<file path="src/rtl/piano_key_tracker.sv">
// Piano key tracker: turns PS/2 make/break events into a frame-synchronous
// "most recently pressed key" index plus a per-key held mask and hold counter.
module piano_key_tracker #(
  parameter int NUM_KEYS = 7
) (
  input  logic                clk,
  input  logic                rst,
  input  logic                key_valid,
  input  logic [8:0]          key_code,
  input  logic                key_is_down,
  input  logic                frame_tick,
  output logic [2:0]          key_press,
  output logic                key_active,
  output logic [NUM_KEYS-1:0] held_mask,
  output logic [7:0]          hold_frames
);

  localparam logic [2:0] NONE = 3'd7;

  typedef struct packed {
    logic       hit;
    logic [2:0] idx;
  } key_dec_t;

  logic [NUM_KEYS-1:0]       held, held_n;
  logic [NUM_KEYS-1:0][2:0]  stack, stack_n;
  logic [NUM_KEYS:0][2:0]    ext;
  logic [2:0]                depth, depth_n;
  logic [2:0]                cur, cur_n;
  key_dec_t                  dec;
  logic                      found;

  always_comb begin
    dec = '{hit: 1'b1, idx: 3'd0};
    case (key_code)
      9'h01C: dec.idx = 3'd0;
      9'h01B: dec.idx = 3'd1;
      9'h023: dec.idx = 3'd2;
      9'h02B: dec.idx = 3'd3;
      9'h034: dec.idx = 3'd4;
      9'h033: dec.idx = 3'd5;
      9'h03B: dec.idx = 3'd6;
      default: dec = '{hit: 1'b0, idx: 3'd0};
    endcase
  end

  // Padded copy so compaction can read one slot past the bottom.
  assign ext = {NONE, stack};

  always_comb begin
    held_n  = held;
    stack_n = stack;
    depth_n = depth;
    cur_n   = cur;
    found   = 1'b0;
    if (key_valid && dec.hit) begin
      if (key_is_down && !held[dec.idx]) begin
        held_n[dec.idx] = 1'b1;
        stack_n = {stack[NUM_KEYS-2:0], dec.idx};
        depth_n = depth + 3'd1;
        cur_n   = dec.idx;
      end else if (!key_is_down && held[dec.idx]) begin
        held_n[dec.idx] = 1'b0;
        // Slot 0 is the top; everything at or below the removed key shifts up.
        for (int i = 0; i < NUM_KEYS; i++) begin
          if (3'(i) < depth && stack[i] == dec.idx) found = 1'b1;
          if (found) stack_n[i] = ext[i+1];
        end
        depth_n = depth - 3'd1;
        cur_n   = (depth_n == 3'd0) ? NONE : stack_n[0];
      end
    end
  end

  always_ff @(posedge clk) begin
    if (rst) begin
      held        <= '0;
      stack       <= {NUM_KEYS{NONE}};
      depth       <= 3'd0;
      cur         <= NONE;
      key_press   <= NONE;
      hold_frames <= 8'd0;
    end else begin
      held  <= held_n;
      stack <= stack_n;
      depth <= depth_n;
      cur   <= cur_n;
      if (frame_tick) begin
        key_press <= cur_n;
        if (cur_n == NONE)
          hold_frames <= 8'd0;
        else if (cur_n == key_press)
          hold_frames <= (hold_frames == 8'd255) ? 8'd255 : hold_frames + 8'd1;
        else
          hold_frames <= 8'd1;
      end
    end
  end

  assign key_active = (key_press != NONE);
  assign held_mask  = held;

endmodule

</file>
<file path="config.mk">
export PLATFORM = sky130hd
export DESIGN_NAME = piano_key_tracker
export DESIGN_NICKNAME = d
export VERILOG_FILES = /design/src/rtl/piano_key_tracker.sv
export SDC_FILE = /design/constraint.sdc
export NUM_CORES = 1
export LEC_CHECK = 0
export ABC_AREA = 1
export BUFFER_PORTS_ARGS = -buffer_cell sky130_fd_sc_hd__clkbuf_2
export CAP_MARGIN = 30
export CORE_UTILIZATION = 39
export DETAILED_ROUTE_END_ITERATION = 8
export MAX_ROUTING_LAYER = met4
export PLACE_DENSITY = 0.64
export SLEW_MARGIN = 25
export SYNTH_ARGS = -nofsm -noshare
export SYNTH_HDL_FRONTEND = slang
export SYNTH_SLANG_ARGS = --single-unit
</file>
<file path="constraint.sdc">
create_clock -name clk -period 6.8 [get_ports clk]
set_clock_uncertainty 0.15 [all_clocks]
set_input_delay 0.34 -clock clk [delete_from_list [all_inputs] [get_ports clk]]
set_output_delay 0.34 -clock clk [all_outputs]
set_load 0.1 [all_outputs]
</file>
After elaboration in Yosys (flattened, before gate mapping)
Cells that the tools add are included.
{ "classes": {"n_eq_ne": 18, "add_sub_neg": 3, "n_reduce_logical": 29, "order_cmp": 9, "n_bitwise": 3, "muxes": 54} }
{ "op_table": {"columns": ["op", "n"], "rows": [
  ["9-bit by 6-bit == test with 1-bit output, second input constant", 5],
  ["21-bit two-way mux", 2],
  ["3-bit two-way mux", 13],
  ["1-bit two-way mux", 31],
  ["3-bit == test", 8],
  ["8-bit two-way mux", 3],
  ["9-bit by 5-bit == test with 1-bit output, second input constant", 2],
  ["3-bit one-hot mux with 6 select lines", 1],
  ["3-bit AND reduction", 6],
  ["7-bit two-way mux", 2],
  ["2-bit nonzero test", 7],
  ["1-bit logical AND", 11],
  ["3-bit less-than comparator, first input constant", 3],
  ["8-bit by 1-bit adder with 8-bit output, second input constant", 1],
  ["8-bit == test, second input constant", 1],
  ["7-bit AND", 1],
  ["7-bit NOT", 1],
  ["7-bit OR", 1],
  ["7-bit OR reduction", 1],
  ["1-bit by 3-bit less-than comparator with 1-bit output, first input constant", 2],
  ["2-bit by 3-bit less-than comparator with 1-bit output, first input constant", 2],
  ["3-bit by 4-bit less-than comparator with 1-bit output, second input constant", 1],
  ["3-bit by 1-bit adder with 3-bit output, second input constant", 1],
  ["1-bit binary-select mux with 3-bit select", 1],
  ["8 further kinds", 9]
]} }
{ "word_totals": {"register_bits": 45, "in_bits": 14} }

Logic depth before layout (Yosys ltp)
Gate-level depths: netlist of run 1.
{ "logic_depth": {"ltp_word": 35, "ltp_mapped": 24, "depth_no_buf": 24} }

Worst setup path after synthesis of run 1
Ideal clock, no wire load.
{ "synth_timing": {"path_kind": "input port to flip-flop", "start": "input port key_code[6]", "end": "register hold_frames[0]", "cell_stages": 22, "arrival_time_ps": 2910, "setup_time_ps": 132, "t_required_ps": 6518, "path_slack_ps": 3608, "path_buffers": 2, "cell_sequence": "inv_1 > nand2_2 > nor2_1 > nand2_1 > nand3_2 > buf_4 > inv_1 > or2_2 > a32oi_1 > ha_1 > inv_1 > buf_2 > nor2_1 > nor2_1 > nand2_1 > nand2_2 > nand2_1 > nand2_1 > nor2_4 > nand3_1 > nand2_1 > a21oi_1"} }
{ "synth_between": {"elab_chain_cells": 16, "elab_cells_between_ends": 31, "cone_classes": "eq/ne (10); mux (15); reduce/logical (6)"} }
{ "synth_rtl": {"columns": ["element", "line_no", "text"], "rows": [
  ["start, declared", "9", "input logic [8:0] key_code,"],
  ["9-bit by 6-bit == test with 1-bit output or 9-bit by 5-bit == test with 1-bit output (tied branches)", "35", "case (key_code)"],
  ["3-bit one-hot mux with 6 select lines", "35", null],
  ["3-bit == test", "66", "if (3'(i) < depth && stack[i] == dec.idx) found = 1'b1;"],
  ["1-bit logical AND", "66", null],
  ["1-bit two-way mux", "66", null],
  ["1-bit two-way mux", "62", "end else if (!key_is_down && held[dec.idx]) begin"],
  ["1-bit two-way mux", "57", "if (key_is_down && !held[dec.idx]) begin"],
  ["1-bit two-way mux", "56", "if (key_valid && dec.hit) begin"],
  ["3-bit two-way mux", "67", "if (found) stack_n[i] = ext[i+1];"],
  ["3-bit two-way mux", "70", "cur_n = (depth_n == 3'd0) ? NONE : stack_n[0];"],
  ["3-bit two-way mux", "62", null],
  ["3-bit two-way mux", "57", null],
  ["3-bit two-way mux (*)", "56", null],
  ["3-bit == test", "92", "else if (cur_n == key_press)"],
  ["8-bit two-way mux", "92", null],
  ["8-bit two-way mux (*)", "90", "if (cur_n == NONE)"],
  ["end signal, assigned", "93", "hold_frames <= (hold_frames == 8'd255) ? 8'd255 : hold_frames + 8'd1;"],
  ["end, declared", "15", "output logic [7:0] hold_frames"]
]} }
Every way passes the cells marked *; elsewhere a longest branch is shown, timed or not. The select of a mux whose other input is x is not followed.
A chain may end at the register's enable or synchronous reset.

Worst setup path after layout of run 1
Same ends and word-level chain as after synthesis.

==> metrics.txt, run 1 <==
top-count cell post-synth=nand2_1; most instantiated cells after synthesis=92 x nand2_1, 51 x inv_1, 45 x dfxtp_1; top-area cell type share of the netlist area=0.298; Synth Flop Type=dfxtp_1; Rows=31; clk sinks=45; status=completed; final instance area=between 3000 and 4000 µm²; Post-CTS Resized=0; synth unique cells=43; # Post-CTS Setup Buffers=0; syn avg cell area=just under 7 µm²; Buf/Inv on CP=5; Final min period=approximately 3.9 ns; GRT overflow=0; Placed Instances=556; diode count=0; pre-CTS setup slack=between 2 and 3 ns; crit-path most repeated cell=nand2_1; asr flop ratio synth=0; crit start category=input port; Post-synth EDFFs=0; antenna violations before repair=0; final slew viol count=0; die height=90.0 µm; setup TNS=0 ns; die footprint=between 8000 and 9000 µm²; area of the core=roughly 7400 µm²; CP max stage cell=inv_1; Yosys reg bits=45; CP arrival=between 3 and 4 ns; maximum VDD drop=0.0000799 V; setup violators final=0; root buf cell=clkbuf_8; CTS tree=done; final worst setup slack=2.89 ns; Top delay family on crit path=simple AND/OR/NAND/NOR gates; critical path launch point=key_code[6]; RSZ-0062 raised after global routing=false; Max Freq=between 0.2 and 0.3 GHz; Final Core Density=0.457; DP Area=between 3000 and 4000 µm²; pwr dens=around 160 nW/µm²; DRT iter0 DRCs=124; Multi-input gate area=between 1500 and 2000 µm²; # Max-Cap Violations=0; Layout Cells excl Fill=564; CP peak stage delay=about 0.38 ns; Hold Slack=between 0.3 and 0.4 ns; Die X=90.0 µm; Lkg Pwr=1.69 nW; # fillers=just under 800; Final Hold Fails=0; clk_lat worst skew=between 0.3 and 0.4 ns; Hold WC Path Type=input port to register; Synth Warn #=0; DRC violations left=0; final RePlAce weighted congestion=about 0.84; Slew @ Worst Pin=0.783 ns; input/output buffers=32; max_slew headroom=0.475; Worst EP required=a little under 7 ns; Total Power=0.537 mW; Mapped Area=3020 µm²; Total Routed Length=6.99 mm; kind of critical path=input port to register; Pre-antenna DRT Iters=4; Seq. cell area=901 µm²; number of global-route vias before repair=2707; CTS buffer count=5; largest net degree at the start of global routing=35; Post-Syn Nets=458; Vias/cell=roughly 5.1; Starting Density=0.410; htree depth=2; Final HPWL DP=a little over 5 mm; Via Count=2858; register area share after synthesis=0.298; Synth area leaders=dfxtp_1 30%, nand2_1 11%, inv_1 6.3%, o21ai_0 5.1%, a21oi_1 4.8%; cell count after synthesis=around 440; nets=slightly below 500; hold_buf cts=0; clk slew on worst S/H paths=about 0.08 ns; Antenna Violating Nets Remaining=0; Top-Level Pins=33; Hold Startpoint=key_code[4]; Area growth, synth to finish=11.4%; CP Capture Type=register; overall routing resource usage=0.184; wire per inst=around 12 µm; Critical Path Fanout Max=34; first-pass GRT wire length=12.2 mm; layout cells sized above 1=0.176; Worst R2R Setup Slack=3.62 ns; Synth area leader=dfxtp_1; CTS max path bufs=2; final worst path period share=0.575; critical-path cell list=clkbuf_2 -> inv_1 -> nand2_2 -> nor2_1 -> nand2_1 -> nand3_2 -> inv_1 -> or2_2 -> a32oi_1 -> ha_1 -> buf_4 -> inv_1 -> nor2_1 -> nor3_2 -> nand2_1 -> nand2_2 -> nand2_1 -> nand2_1 -> nor2_4 -> nand3_1 -> nand2_1 -> a21oi_1
## kinds of logic (layout without fill, tap and decap cells)
family	count (synthesis)	count (layout)	share of synthesized area
flops	45	45	0.298
mux	2	2	0.00663
compound gates	98	98	0.194
simple gates	201	201	0.336
fa+ha+maj	6	6	0.0249
xor+xnor	16	16	0.0489
buf+inv	70	97	0.0920
## layout by cell type, fill, tap and decap left out, drive strengths merged, types with 5 or more instances in the layout
cell type,count
nand2,103
inv,55
dfxtp,45
nor2,41
clkbuf,38
o21ai,36
nand3,34
a21oi,30
o211ai,17
nand4,10
xor2,9
nor3,8
xnor2,7
ha,6
or2,5
## worst paths after layout
check / end / depth (start not counted)
max: hold_frames[0] / 22
min: register / 5
max reg2reg: hold_frames[0] / 15
min reg2reg: ext[3] / 2
## worst register-to-register path: stages, from the launching register on
cell and delay (ns):
dfxtp_1 0.35, a221o_1 0.34, a32oi_1 0.24, ha_1 0.20
buf_4 0.32, inv_1 0.39, nor2_1 0.28, nor3_2 0.07
nand2_1 0.09, nand2_2 0.07, nand2_1 0.06, nand2_1 0.08
nor2_4 0.21, nand3_1 0.10, nand2_1 0.07, a21oi_1 0.06
## final cells by class
type                    instances  share of cell area
clock buffers                   6              0.0245
clock inverters                 2              0.0112
inverters                      56              0.0625
multi-input cells             323               0.547
flip-flops and latches         45               0.268
well taps                      99              0.0368
repair buffers                 33              0.0498
## report_power, final
group	total, mW	switching, mW	internal (mW)
Sequential	0.267	0.00210	0.265
Combinational	0.0532	0.0407	0.0125
Clock	0.217	0.0975	0.120
## metal layers
layer  GRT usage  vias up  share of wire  wire (µm)
met5           -        -              0          0
li1            -     1514              -          -
met4      0.0524        0          0.010         70
met1       0.241     1271           0.51       3570
met2       0.293       65           0.44       3070
met3      0.0279        8          0.040        277
(Power assumes the default switching activity.)
==> run 2, diff against run 1 <==
--- a/config.mk
+++ b/config.mk
@@ -11,7 +11,7 @@
 export CORE_UTILIZATION = 39
 export DETAILED_ROUTE_END_ITERATION = 8
 export MAX_ROUTING_LAYER = met4
-export PLACE_DENSITY = 0.64
+export PLACE_DENSITY = 0.66
 export SLEW_MARGIN = 25
 export SYNTH_ARGS = -nofsm -noshare
 export SYNTH_HDL_FRONTEND = slang
==> constraint.sdc (replaced) <==
create_clock -name clk -period 3.25 [get_ports clk]
set_clock_uncertainty 0.15 [all_clocks]
set_input_delay 0.1625 -clock clk [delete_from_list [all_inputs] [get_ports clk]]
set_output_delay 0.1625 -clock clk [all_outputs]
set_load 0.1 [all_outputs]
==> metrics.txt, run 2 (synthesis results as in run 1) <==
die height=around 90 µm; layout cells sized above 1=0.186; Final min period=2.82 ns; first-pass GRT wire length=12.3 mm; sequential power share=0.504; Layout Cells excl Fill=~570; final worst path period share=0.866; input/output buffers=32; final slew viol count=0; commonest non-fill, non-tap cell in the layout=nand2_1; CTS max path bufs=2; Seq. cell area=between 900 and 1000 µm²; Pre-antenna DRT Iters=4; Vias/cell=5.21; clock power share=0.393; # fillers=~760; Via Count=about 3000; number of global-route vias before repair=between 2000 and 3000; Hold Slack=~0.14 ns; most frequent cells in the layout=92 x nand2_1, 51 x inv_1, 45 x dfxtp_1; die footprint=roughly 8100 µm²; critical path launch point=key_code[6]; setup violators final=0; wire per inst=about 13 µm; RSZ-0062 raised after global routing=false; CP arrival=~2.9 ns; Critical Path Fanout Max=9; Post-CTS Resized=0; Hold Startpoint=key_code[4]; status=completed; Area growth, synth to finish=12.8%; CTS buffer count=5; Psw=between 0.2 and 0.3 mW; largest net degree at the start of global routing=29; Antenna Violating Nets Remaining=0; hold depth=5; # Max-Cap Violations=0; hold_buf cts=0; RR Endpoint=hold_frames[7]; max_slew headroom=0.484; kind of critical path=input port to register; clk slew on worst S/H paths=~0.10 ns; CTS tree=done; Starting Density=0.410; Hold WC Path Type=input port to register; Top-Level Pins=33; Final Hold Fails=0; pwr dens=325 nW/µm²; Total Routed Length=roughly 7.2 mm; Slew @ Worst Pin=0.769 ns; DRT iter0 DRCs=roughly 160; Multi-input gate area=approximately 1800 µm²; Die X=about 90 µm; Rows=31; Max Freq=0.355 GHz; Internal=0.814 mW; nets=~500; Worst R2R Setup Slack=~0.69 ns; GRT overflow=0; overall routing resource usage=0.187; diode count=0; area of the core=about 7400 µm²; antenna violations before repair=0; CP Capture Type=register; # Post-CTS Setup Buffers=0; root buf cell=clkbuf_8; Placed Instances=roughly 560; crit start category=input port; worst r2r path cells=13; final RePlAce weighted congestion=a little under 0.9; Lkg Pwr=roughly 1.7 nW; Switching Fraction=0.266; Final HPWL DP=roughly 5.3 mm; clk_lat worst skew=between 0.3 and 0.4 ns; clk sinks=45; Worst EP required=about 3.4 ns; DRC violations left=0; htree depth=2; maximum VDD drop=roughly 0.00016 V; setup TNS=0 ns; Logic pwr share=0.103
## run 2: routing by layer
metal | routed length (µm) | GRT usage
met1 | 3530 | 0.245
met2 | 3280 | 0.303
met3 | 281 | 0.0296
met4 | 65 | 0.0444
met5 | 0 | -
## run 2: layout make-up
class                   instances  share of cell area
multi-input cells             323               0.540
inverters                      56              0.0617
clock inverters                 2              0.0114
clock buffers                   6              0.0213
well taps                      99              0.0363
repair buffers                 40              0.0646
flip-flops and latches         45               0.264
## run 2: worst max path at each step
stage,endpoint,slack [ns],cells past startpoint
2_1_floorplan,hold_frames[0],0.24,22
5_1_grt,hold_frames[5],0.13,18
6_report,hold_frames[7],0.43,20
3_5_place_dp,hold_frames[4],0.13,20
3_3_place_gp,hold_frames[7],0.24,22
4_1_cts,hold_frames[5],0.43,20
## run 2: stage by stage
stage                     utilization  setup slack (ns)  total power [mW]  cell area (µm²)
final                           0.462             0.435              1.11             3410
after CTS                       0.462             0.427              1.12             3410
after detailed placement        0.447             0.126             0.686             3300
after global routing            0.462             0.131              1.16             3410
after global placement          0.447             0.241             0.685             3300
after floorplan                     -             0.235             0.656             3020
## run 2: power by group through the flow
stage                     clock (mW)  sequential (mW)  combinational, mW
after floorplan                    0            0.586             0.0703
after global placement             0            0.572              0.113
after detailed placement           0            0.572              0.115
after CTS                      0.442            0.559              0.115
after global routing           0.473            0.559              0.125
final                          0.436            0.559              0.114
## run 2: critical path, cell delays in order
cell      delay, ns
clkbuf_2       0.09
inv_1          0.06
nand2_2        0.08
nor2_1         0.19
nand2_1        0.16
nand3_2        0.11
inv_1          0.08
or2_2          0.28
a32oi_1        0.27
ha_1           0.22
inv_1          0.14
nor2_1         0.22
nor3_2         0.07
nand2_1        0.10
nand2_2        0.07
nand2_1        0.06
nand2_1        0.08
nor2_4         0.21
nand4_1        0.14
a21oi_1        0.14
==> run 3, diff against run 2 <==
--- a/config.mk
+++ b/config.mk
@@ -8,6 +8,7 @@
 export ABC_AREA = 1
 export BUFFER_PORTS_ARGS = -buffer_cell sky130_fd_sc_hd__clkbuf_2
 export CAP_MARGIN = 30
+export CORE_ASPECT_RATIO = 1.1
 export CORE_UTILIZATION = 39
 export DETAILED_ROUTE_END_ITERATION = 8
 export MAX_ROUTING_LAYER = met4
==> metrics.txt, run 3 (synthesis results as in run 1) <==
Internal=between 0.8 and 0.9 mW; crit-path most repeated cell=nand2_1; CTS tree=done; wire per inst=about 12 µm; maximum VDD drop=0.000175 V; Multi-input gate area=approximately 1800 µm²; CTS buffer count=5; CTS max path bufs=2; metal2 WL=roughly 3.3 mm; final RePlAce weighted congestion=0.850; kind of critical path=input port to register; Worst EP required=between 3 and 4 ns; routed wl met3=approximately 180 µm; DRT iter0 DRCs=133; Buf/Inv on CP=4; Max Freq=0.351 GHz; number of global-route vias before repair=about 2600; pre-CTS setup slack=0.103 ns; clock power share=0.396; sequential power share=0.501; setup violators final=0; Die X=between 80 and 90 µm; clk slew on worst S/H paths=about 0.10 ns; root buf cell=clkbuf_8; Switching Fraction=0.271; RSZ-0062 raised after global routing=false; critical-path cell list=clkbuf_2 -> inv_1 -> nand2_2 -> nor2_1 -> nand2_1 -> nand3_2 -> buf_4 -> or2_2 -> a32oi_1 -> ha_1 -> inv_1 -> nor2_1 -> nor3_2 -> nand2_1 -> nand2_2 -> nand2_1 -> nand2_1 -> nor2_4 -> nand4_1 -> a21oi_1; first-pass GRT wire length=11.7 mm; Met1 Wirelength=roughly 3.4 mm; final slew viol count=0; hold_buf cts=0; Total Routed Length=6.97 mm; Top-Level Pins=33; Via Count=around 2900; antenna violations before repair=0; input/output buffers=32; Psw=0.302 mW; Antenna Violating Nets Remaining=0; pwr dens=around 330 nW/µm²; diode count=0; # Max-Cap Violations=0; Pre-antenna DRT Iters=4; layout cells sized above 1=0.189; CP Capture Type=register; max_slew headroom=0.414; Top Metal Used=met4; Placed Instances=569; Area growth, synth to finish=13.2%; Top delay family on crit path=simple AND/OR/NAND/NOR gates; Seq. cell area=about 900 µm²; Logic pwr share=0.103; CP max stage cell=ha_1; Final Hold Fails=0; CP peak stage delay=about 0.3 ns; # fillers=around 760; nets=approximately 490; final worst path period share=0.878; Final HPWL DP=approximately 5.2 mm; Post-CTS Resized=0; Slew @ Worst Pin=a little under 0.9 ns; largest net degree at the start of global routing=29; most frequent cells in the layout=92 x nand2_1, 51 x inv_1, 45 x dfxtp_1; Rows=33; area of the core=7470 µm²; clk sinks=45; Lkg Pwr=roughly 1.7 nW; crit start category=input port; CP arrival=between 2 and 3 ns; Hold WC Path Type=input port to register; DRC violations left=0; Layout Cells excl Fill=slightly below 600; final worst setup slack=roughly 0.40 ns; die height=roughly 94 µm; Vias/cell=~5; overall routing resource usage=0.184; status=completed; GRT overflow=0; die footprint=8100 µm²; setup TNS=0 ns; # Post-CTS Setup Buffers=0; Final min period=roughly 2.9 ns; htree depth=2; Starting Density=0.404; Critical Path Fanout Max=11; commonest non-fill, non-tap cell in the layout=nand2_1; clk_lat worst skew=around 0.31 ns
## run 3: changes by cell type in the layout (fill, tap and decap cells not counted)
cell / delta
clkbuf_1: -1
clkinvlp_4: +1
## run 3: cell type report
cell class | instances | share of cell area
flip-flops and latches | 45 | 0.263
repair buffers | 40 | 0.0644
clock inverters | 3 | 0.0135
clock buffers | 5 | 0.0201
multi-input cells | 323 | 0.539
inverters | 56 | 0.0615
well taps | 105 | 0.0384
## run 3: power by group through the flow
| stage | clock [mW] | sequential [mW] | combinational (mW) |
|---|---|---|---|
| 2_1_floorplan | 0 | 0.586 | 0.0703 |
| 3_3_place_gp | 0 | 0.571 | 0.114 |
| 3_5_place_dp | 0 | 0.572 | 0.115 |
| 4_1_cts | 0.445 | 0.559 | 0.116 |
| 5_1_grt | 0.464 | 0.559 | 0.126 |
| 6_report | 0.442 | 0.559 | 0.115 |
## run 3: through the flow
stage	area (µm²)	hold WS, ns	utilization	power (mW)
2_1_floorplan	3020	0.267	-	0.656
3_3_place_gp	3300	0.296	0.442	0.686
3_5_place_dp	3300	0.322	0.442	0.687
4_1_cts	3420	0.102	0.458	1.12
5_1_grt	3420	0.142	0.458	1.15
6_report	3420	0.0961	0.458	1.12
## run 3: path summary, 6_finish.rpt
path | from | cells past startpoint | to | slack, ns
worst max-delay path | key_code[6] | 20 | hold_frames[2] | 0.40
worst min-delay path | key_code[4] | 5 | register | 0.1
worst max register to register | register | 13 | hold_frames[2] | 0.64
worst min register to register | ext[4] | 2 | ext[4] | 0.33
## run 3: worst min-delay path: cells and delay by family
kind | cells | cell delay, ns
AND/OR/NAND/NOR | 3 | 0.20
buffers and inverters | 1 | 0.10
AO/OA/AOI/OAI | 1 | 0.06
## run 3: per-layer routing
metal	track usage	vias to the layer above
li1	-	1528
met1	0.233	1337
met2	0.305	45
met3	0.0246	8
met4	0.0569	0
met5	-	-
